===== src/rtl/interval_timer_ctrl_pkg.sv =====
// Shared constants for the interval timer controller and its counter datapath.
package interval_timer_ctrl_pkg;

   localparam int unsigned WIDTH_DEF = 8;
   localparam int unsigned RPT_W_DEF = 8;

   // Controller states
   localparam logic [1:0] ST_IDLE = 2'd0;
   localparam logic [1:0] ST_LOAD = 2'd1;
   localparam logic [1:0] ST_RUN  = 2'd2;

endpackage


===== src/rtl/interval_timer_ctrl_count_dp.sv =====
// Loadable WIDTH-bit up-counter; load has priority over enable.
module timer_count_dp #(
   parameter int unsigned WIDTH = 8
) (
   input  logic             clk,
   input  logic             rst,
   input  logic             load,
   input  logic [WIDTH-1:0] load_data,
   input  logic             en,
   output logic [WIDTH-1:0] count
);

   // Counter register, wraps from all-ones to zero
   always_ff @(posedge clk) begin
      if (rst) begin
         count <= '0;
      end else if (load) begin
         count <= load_data;
      end else if (en) begin
         count <= count + WIDTH'(1);
      end
   end

endmodule


===== src/rtl/interval_timer_ctrl.sv =====
// Programmable interval timer controller: sequences the counter datapath,
// detects the terminal value, emits per-period ticks and a final done.
// repeat_cnt carries the repeat count (0 = run until stop).
module interval_timer_ctrl
   import interval_timer_ctrl_pkg::*;
#(
   parameter int unsigned WIDTH = WIDTH_DEF,
   parameter int unsigned RPT_W = RPT_W_DEF
) (
   input  logic             clk,
   input  logic             rst,
   input  logic             start,
   input  logic             stop,
   input  logic [WIDTH-1:0] start_val,
   input  logic [WIDTH-1:0] term_val,
   input  logic [RPT_W-1:0] repeat_cnt,
   output logic [WIDTH-1:0] count,
   output logic             busy,
   output logic             tick,
   output logic             done,
   output logic [RPT_W-1:0] periods
);

   logic [1:0]       state,       state_nxt;
   logic [WIDTH-1:0] start_r,     start_r_nxt;
   logic [WIDTH-1:0] term_r,      term_r_nxt;
   logic [RPT_W-1:0] rpt_r,       rpt_r_nxt;
   logic [RPT_W-1:0] periods_nxt;
   logic             busy_nxt;
   logic             tick_nxt;
   logic             done_nxt;

   logic             load_c;
   logic             en_c;
   logic             terminal_c;
   logic             last_c;
   logic [RPT_W-1:0] periods_inc_c;

   timer_count_dp #(
      .WIDTH (WIDTH)
   ) u_count_dp (
      .clk       (clk),
      .rst       (rst),
      .load      (load_c),
      .load_data (start_r),
      .en        (en_c),
      .count     (count)
   );

   // Terminal compare, last-period detect and saturating period increment
   always_comb begin
      terminal_c    = (count == term_r);
      last_c        = (rpt_r != '0) && ((periods + RPT_W'(1)) == rpt_r);
      periods_inc_c = (&periods) ? periods : (periods + RPT_W'(1));
   end

   // Next-state, datapath controls and next output values
   always_comb begin
      state_nxt   = state;
      start_r_nxt = start_r;
      term_r_nxt  = term_r;
      rpt_r_nxt   = rpt_r;
      periods_nxt = periods;
      tick_nxt    = 1'b0;
      done_nxt    = 1'b0;
      load_c      = 1'b0;
      en_c        = 1'b0;

      case (state)
         ST_IDLE: begin
            if (start) begin
               start_r_nxt = start_val;
               term_r_nxt  = term_val;
               rpt_r_nxt   = repeat_cnt;
               periods_nxt = '0;
               state_nxt   = ST_LOAD;
            end
         end
         ST_LOAD: begin
            if (stop) begin
               state_nxt = ST_IDLE;
            end else begin
               load_c    = 1'b1;
               state_nxt = ST_RUN;
            end
         end
         ST_RUN: begin
            // stop wins over a coincident terminal cycle
            if (stop) begin
               state_nxt = ST_IDLE;
            end else if (terminal_c) begin
               tick_nxt    = 1'b1;
               periods_nxt = periods_inc_c;
               if (last_c) begin
                  done_nxt  = 1'b1;
                  state_nxt = ST_IDLE;
               end else begin
                  load_c = 1'b1;
               end
            end else begin
               en_c = 1'b1;
            end
         end
         default: begin
            state_nxt = ST_IDLE;
         end
      endcase

      busy_nxt = (state_nxt != ST_IDLE);
   end

   // State, captured configuration and registered outputs
   always_ff @(posedge clk) begin
      if (rst) begin
         state   <= ST_IDLE;
         start_r <= '0;
         term_r  <= '0;
         rpt_r   <= '0;
         periods <= '0;
         busy    <= 1'b0;
         tick    <= 1'b0;
         done    <= 1'b0;
      end else begin
         state   <= state_nxt;
         start_r <= start_r_nxt;
         term_r  <= term_r_nxt;
         rpt_r   <= rpt_r_nxt;
         periods <= periods_nxt;
         busy    <= busy_nxt;
         tick    <= tick_nxt;
         done    <= done_nxt;
      end
   end

endmodule


===== config.mk =====
export PLATFORM = sky130hd
export DESIGN_NAME = interval_timer_ctrl
export DESIGN_NICKNAME = d
export VERILOG_FILES = /design/src/rtl/interval_timer_ctrl_pkg.sv /design/src/rtl/interval_timer_ctrl_count_dp.sv /design/src/rtl/interval_timer_ctrl.sv
export SDC_FILE = /design/constraint.sdc
export NUM_CORES = 1
export LEC_CHECK = 0
export CAP_MARGIN = 0
export CORE_MARGIN = 4
export CORE_UTILIZATION = 50
export CTS_CLUSTER_SIZE = 16
export DETAILED_ROUTE_END_ITERATION = 8
export GPL_TIMING_DRIVEN = 0
export MAX_ROUTING_LAYER = met4
export PLACE_DENSITY = 0.78
export SYNTH_ARGS = -nofsm -noshare
export SYNTH_HDL_FRONTEND = slang
export SYNTH_SLANG_ARGS = --single-unit

===== constraint.sdc =====
create_clock -name clk -period 3.1 [get_ports clk]
set_clock_uncertainty 0.2 [all_clocks]
set_input_delay 0.62 -clock clk [delete_from_list [all_inputs] [get_ports clk]]
set_output_delay 0.62 -clock clk [all_outputs]
set_load 0.02 [all_outputs]

# After elaboration in Yosys (flattened, before gate mapping)
# Index checks and enable logic that the tools add are counted.
[op_classes]
add_sub_neg = 2
eq_ne = 8
muxes = 23
bitwise = 2
reduce_logical = 11
[op_table]
columns = ["operator", "n"]
rows = [
  ["$mux 8", 6],
  ["$add 8x1->8 const B", 2],
  ["$eq 8x8->1", 2],
  ["$pmux 8 s2", 1],
  ["$mux 2", 5],
  ["$mux 1", 9],
  ["$ne 2x2->1 const B", 4],
  ["$reduce_and 8->1", 1],
  ["$reduce_bool 8->1", 1],
  ["$pmux 2 s3", 1],
  ["$reduce_bool 2->1", 3],
  ["$reduce_and 5->1", 1],
  ["$reduce_or 4->1", 1],
  ["$reduce_or 3->1", 1],
  ["$eq 2x1->1 const B", 1],
  ["$eq 2x2->1 const B", 1],
  ["$logic_not 2->1", 1],
  ["$not 1->1", 2],
  ["$pmux 1 s2", 1],
  ["$reduce_and 2->1", 1],
  ["$logic_and 1x1->1", 1],
]
[word_totals]
register_bits = 45
input_bits = 28
out_inout_bits = 19
word_cells = 55

# Logic depth before layout (Yosys ltp)
[depth]
depth_word = 8
ltp_mapped = 9
mapped_depth_nobuf = 8

# Cells and area by module
# Synthesis repeated with hierarchy kept, for this count alone.
[hier_totals]
cells_unflattened = 282
area_unflattened_um2 = 2394.8
[modules_own_cells]
columns = ["module", "instances", "cells_each", "area_per_inst_um2", "seq_area_each_um2"]
rows = [
  ["interval_timer_ctrl", 1, 229, 1930.6, 740.7],
  ["timer_count_dp", 1, 53, 464.2, 160.2],
]

# Least setup slack after synthesis
# OpenSTA, ideal clock, no wires.
[synth_timing]
path_kind = "register to register"
from = "reg periods[1]"
to = "reg u_count_dp.count[2]"
setup_time_ps = 133
arrival_time_ps = 2177
t_required_ps = 2767
path_slack_ps = 590
stages_incl_launch_ff = 10
path_buffers = 2
period_less_slack_ps = 2510
path_cell_list = "dfxtp_1 -> ha_1 -> buf_2 -> xnor2_1 -> or4b_1 -> o221ai_2 -> o2111a_4 -> or2_4 -> buf_6 -> a211oi_1"
[synth_between]
elab_chain_len = 8
elab_cells_between_ends = 9
cone_classes = "1 x add/sub; 1 x eq/ne; 5 x mux; 2 x reduce/logical"
[synth_rtl]
columns = ["element", "line", "source"]
rows = [
  ["from (decl)", "interval_timer_ctrl.sv:21", "output logic [RPT_W-1:0] periods"],
  ["from (signal assigned)", "interval_timer_ctrl.sv:128", "periods <= periods_nxt;"],
  ["$add 8x1->8 *", "interval_timer_ctrl.sv:53", "last_c = (rpt_r != '0) && ((periods + RPT_W'(1)) == rpt_r);"],
  ["$eq 8x8->1 *", "interval_timer_ctrl.sv:53", ""],
  ["$logic_and 1x1->1 *", "interval_timer_ctrl.sv:53", ""],
  ["$mux 1 *", "interval_timer_ctrl.sv:94", "if (last_c) begin"],
  ["$mux 1 *", "interval_timer_ctrl.sv:91", "end else if (terminal_c) begin"],
  ["$mux 1 *", "interval_timer_ctrl.sv:89", "if (stop) begin"],
  ["$pmux 1 s2 *", "interval_timer_ctrl.sv:69", "case (state)"],
  ["$mux 8 / $reduce_bool 2->1 (equally long branches)", "n/a", ""],
  ["to (signal assigned)", "interval_timer_ctrl_count_dp.sv:18", "count <= load_data;"],
  ["to (signal assigned)", "interval_timer_ctrl_count_dp.sv:20", "count <= count + WIDTH'(1);"],
  ["to (decl)", "interval_timer_ctrl_count_dp.sv:10", "output logic [WIDTH-1:0] count"],
]
# Every way passes the cells marked *; elsewhere a longest branch is shown, timed or not.
# A chain may end at the register's enable or synchronous reset.

# Worst setup path after layout
# Ends and elaborated chain as after synthesis.

==> reports/results.tsv <==
metric	value	unit
setup bufs post-CTS	0	
I/O pin total	47	
worst hold stages	2	
Clock Sink Count	45	
clk slew on worst S/H paths	0.08	ns
unrepaired setup endpoints after global routing	no	
TritonRoute pass-1 iters	4	
Hold EP	start_r[3]$_SDFFE_PP0P_	
most frequent cells in the layout	nand2_1, dfxtp_1, clkdlybuf4s50_1	
initial antenna violation count	0	
core area	0.00441	mm2
combinational share of power	0.171	
Post-synth EDFFs	0	
gr ovfl total	0	
RR Startpoint	periods[1]$_SDFFE_PP0P_	
Synth Area per Inst	8.26	um2
Synth Register Bits	45	
leak pwr	1.08	nW
final period utilization	0.896	
Max H-tree Level	2	
R2R Setup Slk	0.32	ns
post-CTS sizing	0	
Clock Tree Root	clkbuf_8	
Sw Share	0.262	
relative slew slack	0.551	
Critical Path RT	3.07	ns
Synth warnings	0	
Chip Width	76.2	um
Clock power frac	0.347	
critical path type	flip-flop to flip-flop	
Startpoint Class	flip-flop	
DR vias/cell	5.53	
TritonCTS buffer count	5	
drt initial violations	132	
MaxCap Viol Count	0	
Netlist cell types	48	
final total power	1.32	mW
Pint	0.975	mW
post-route cell area	0.00295	mm2
Worst Reg-to-Reg Cells	9	
DRC Markers	0	
Hold Buf Count CTS	0	
Critical Path End Type	flip-flop	
fraction of layout cells with a size suffix above 1	0.0509	
post-synthesis cell area	0.00232	mm2
Syn Nets	315	
port buffer count	45	
Fin. Hold Viols	0	
Post-synth ARST share	0	
HPWL after DPL	4140	um
WP data arrival	2.75	ns
worst r2r dst	u_count_dp.count[2]$_SDFFE_PP0P_	
TritonCTS clock tree	done	
max frequency	360	MHz
post-synthesis sequential area ratio	0.388	
Syn-to-layout area delta	27.2	%
drt total wl	5580	um
Post-synth top flop	dfxtp_1	
post-route antenna net violation count	0	
Worst-Margin Slew	0.669	ns
final net count	367	
GRT Overall Usage	0.200	
worst-path fanout max	10	
WL per Instance	14.5	um
largest net degree at the start of global routing	14	
P per Cell Area	447	mW/mm2
final setup fails	0	
Max Slew Vio Count	0	
worst min path class	flip-flop to flip-flop	
first-pass GRT wire length	9580	um
hold_sp	start_r[3]$_SDFFE_PP0P_	
Reg power frac	0.483	
vias in the first global route	1980	
diode count	0	
Total Neg Setup Slack	0	ns
Initial Utilization	0.526	
pre-CTS WS	0.163	ns
dpl cell area	0.00284	mm2
gp weighted congestion	0.888	
Die ar.	0.00580	mm2
Peak VDD IR	0.000273	V
site row count	24	
Final Worst Setup Slack	0.324	ns
Clk Latency, worst-skew pair	0.30	ns
die height	76.2	um
Syn Inst Count	281	
commonest non-fill, non-tap cell in the layout	nand2_1	
Psw	0.345	mW
post-layout min period	2.78	ns
CTS max path bufs	2	
vias after detailed routing	2135	
outcome	finished, final reports clean	
-- metrics by stage --
step	utilization	hold WS, ns	std cells
after floorplan	-	0.236	281
after global placement	0.643	0.246	378
after detailed placement	0.643	0.250	378
after CTS	0.669	0.261	386
after global routing	0.669	0.296	386
final	0.669	0.263	386
-- area by class of cell --
class / count / area (um2)
multi-input cells: 216 / 1340
clock buffers: 7 / 86.3
plain buffers: 14 / 62.6
clock inverters: 1 / 30.0
fillers: 399 / 1460
flip-flops and latches: 45 / 901
repair buffers: 45 / 450
inverters: 6 / 22.5
well taps: 52 / 65.1
-- metal layers --
metal  routed length, um  track usage  vias to the layer above  share of wire
met1                2730        0.273                      965           0.49
met2                2520        0.304                       56           0.45
met3                 247       0.0331                        8          0.044
li1                    -            -                     1106              -
met5                   0            -                        -              0
met4                  85       0.0629                        0          0.015
-- flip-flops by register name (all words and copies together) (netlist names) --
signal and cells:
start_r 8, state 2, tick 1, u_count_dp.count 8
rpt_r 8, busy 1, term_r 8, periods 8
done 1
-- cells in the mapped netlist, types with 5 or more instances --
| library cell | instances | share of area |
|---|---|---|
| o31ai_1 | 8 | 0.026 |
| inv_1 | 6 | 0.0097 |
| o21ai_0 | 6 | 0.013 |
| xor2_1 | 10 | 0.038 |
| dfxtp_1 | 45 | 0.39 |
| nor2_1 | 6 | 0.0097 |
| and3_1 | 5 | 0.013 |
| xnor2_1 | 17 | 0.064 |
| nand4_1 | 7 | 0.019 |
| ha_1 | 6 | 0.032 |
| nor3_1 | 6 | 0.013 |
| clkbuf_1 | 11 | 0.018 |
| nor4_1 | 7 | 0.019 |
| a21oi_1 | 34 | 0.073 |
| nand2_1 | 59 | 0.095 |
-- critical path, cell delays in order, from the launching register on --
cell and delay (ns):
dfxtp_1 0.44, ha_1 0.18, buf_2 0.21, nand3_1 0.20
xnor2_1 0.19, nor4_1 0.51, o2111a_4 0.38, or2_4 0.14
buf_6 0.13, a211oi_1 0.06
-- power groups by stage --
stage          clock [mW]  sequential [mW]  combinational, mW
4_1_cts             0.466            0.637              0.225
6_report            0.458            0.637              0.225
3_5_place_dp            0            0.651              0.223
2_1_floorplan           0            0.651              0.137
3_3_place_gp            0            0.650              0.219
5_1_grt             0.490            0.642              0.250
-- cells by family (layout without fill, tap and decap cells) --
family / Yosys count / count (layout) / synth area share
multiplexers: 1 / 1 / 0.00431
flip-flops: 45 / 45 / 0.388
AO/OA/AOI/OAI: 72 / 72 / 0.206
AND/OR/NAND/NOR: 110 / 110 / 0.231
buffers and inverters: 20 / 73 / 0.0366
XOR/XNOR: 27 / 27 / 0.102
adder cells (fa/ha/maj): 6 / 6 / 0.0323
-- worst max path at each step --
stage                                 start                          endpoint  slack [ns]
detailed placement                     stop           periods[7]$_SDFFE_PP0P_        0.16
global placement                       stop           periods[7]$_SDFFE_PP0P_        0.23
CTS                 periods[1]$_SDFFE_PP0P_  u_count_dp.count[2]$_SDFFE_PP0P_        0.33
finish              periods[1]$_SDFFE_PP0P_  u_count_dp.count[2]$_SDFFE_PP0P_        0.32
global route        periods[1]$_SDFFE_PP0P_  u_count_dp.count[2]$_SDFFE_PP0P_        0.09
floorplan           periods[1]$_SDFFE_PP0P_  u_count_dp.count[2]$_SDFFE_PP0P_        0.59
Power figures use the tool's default switching activity.
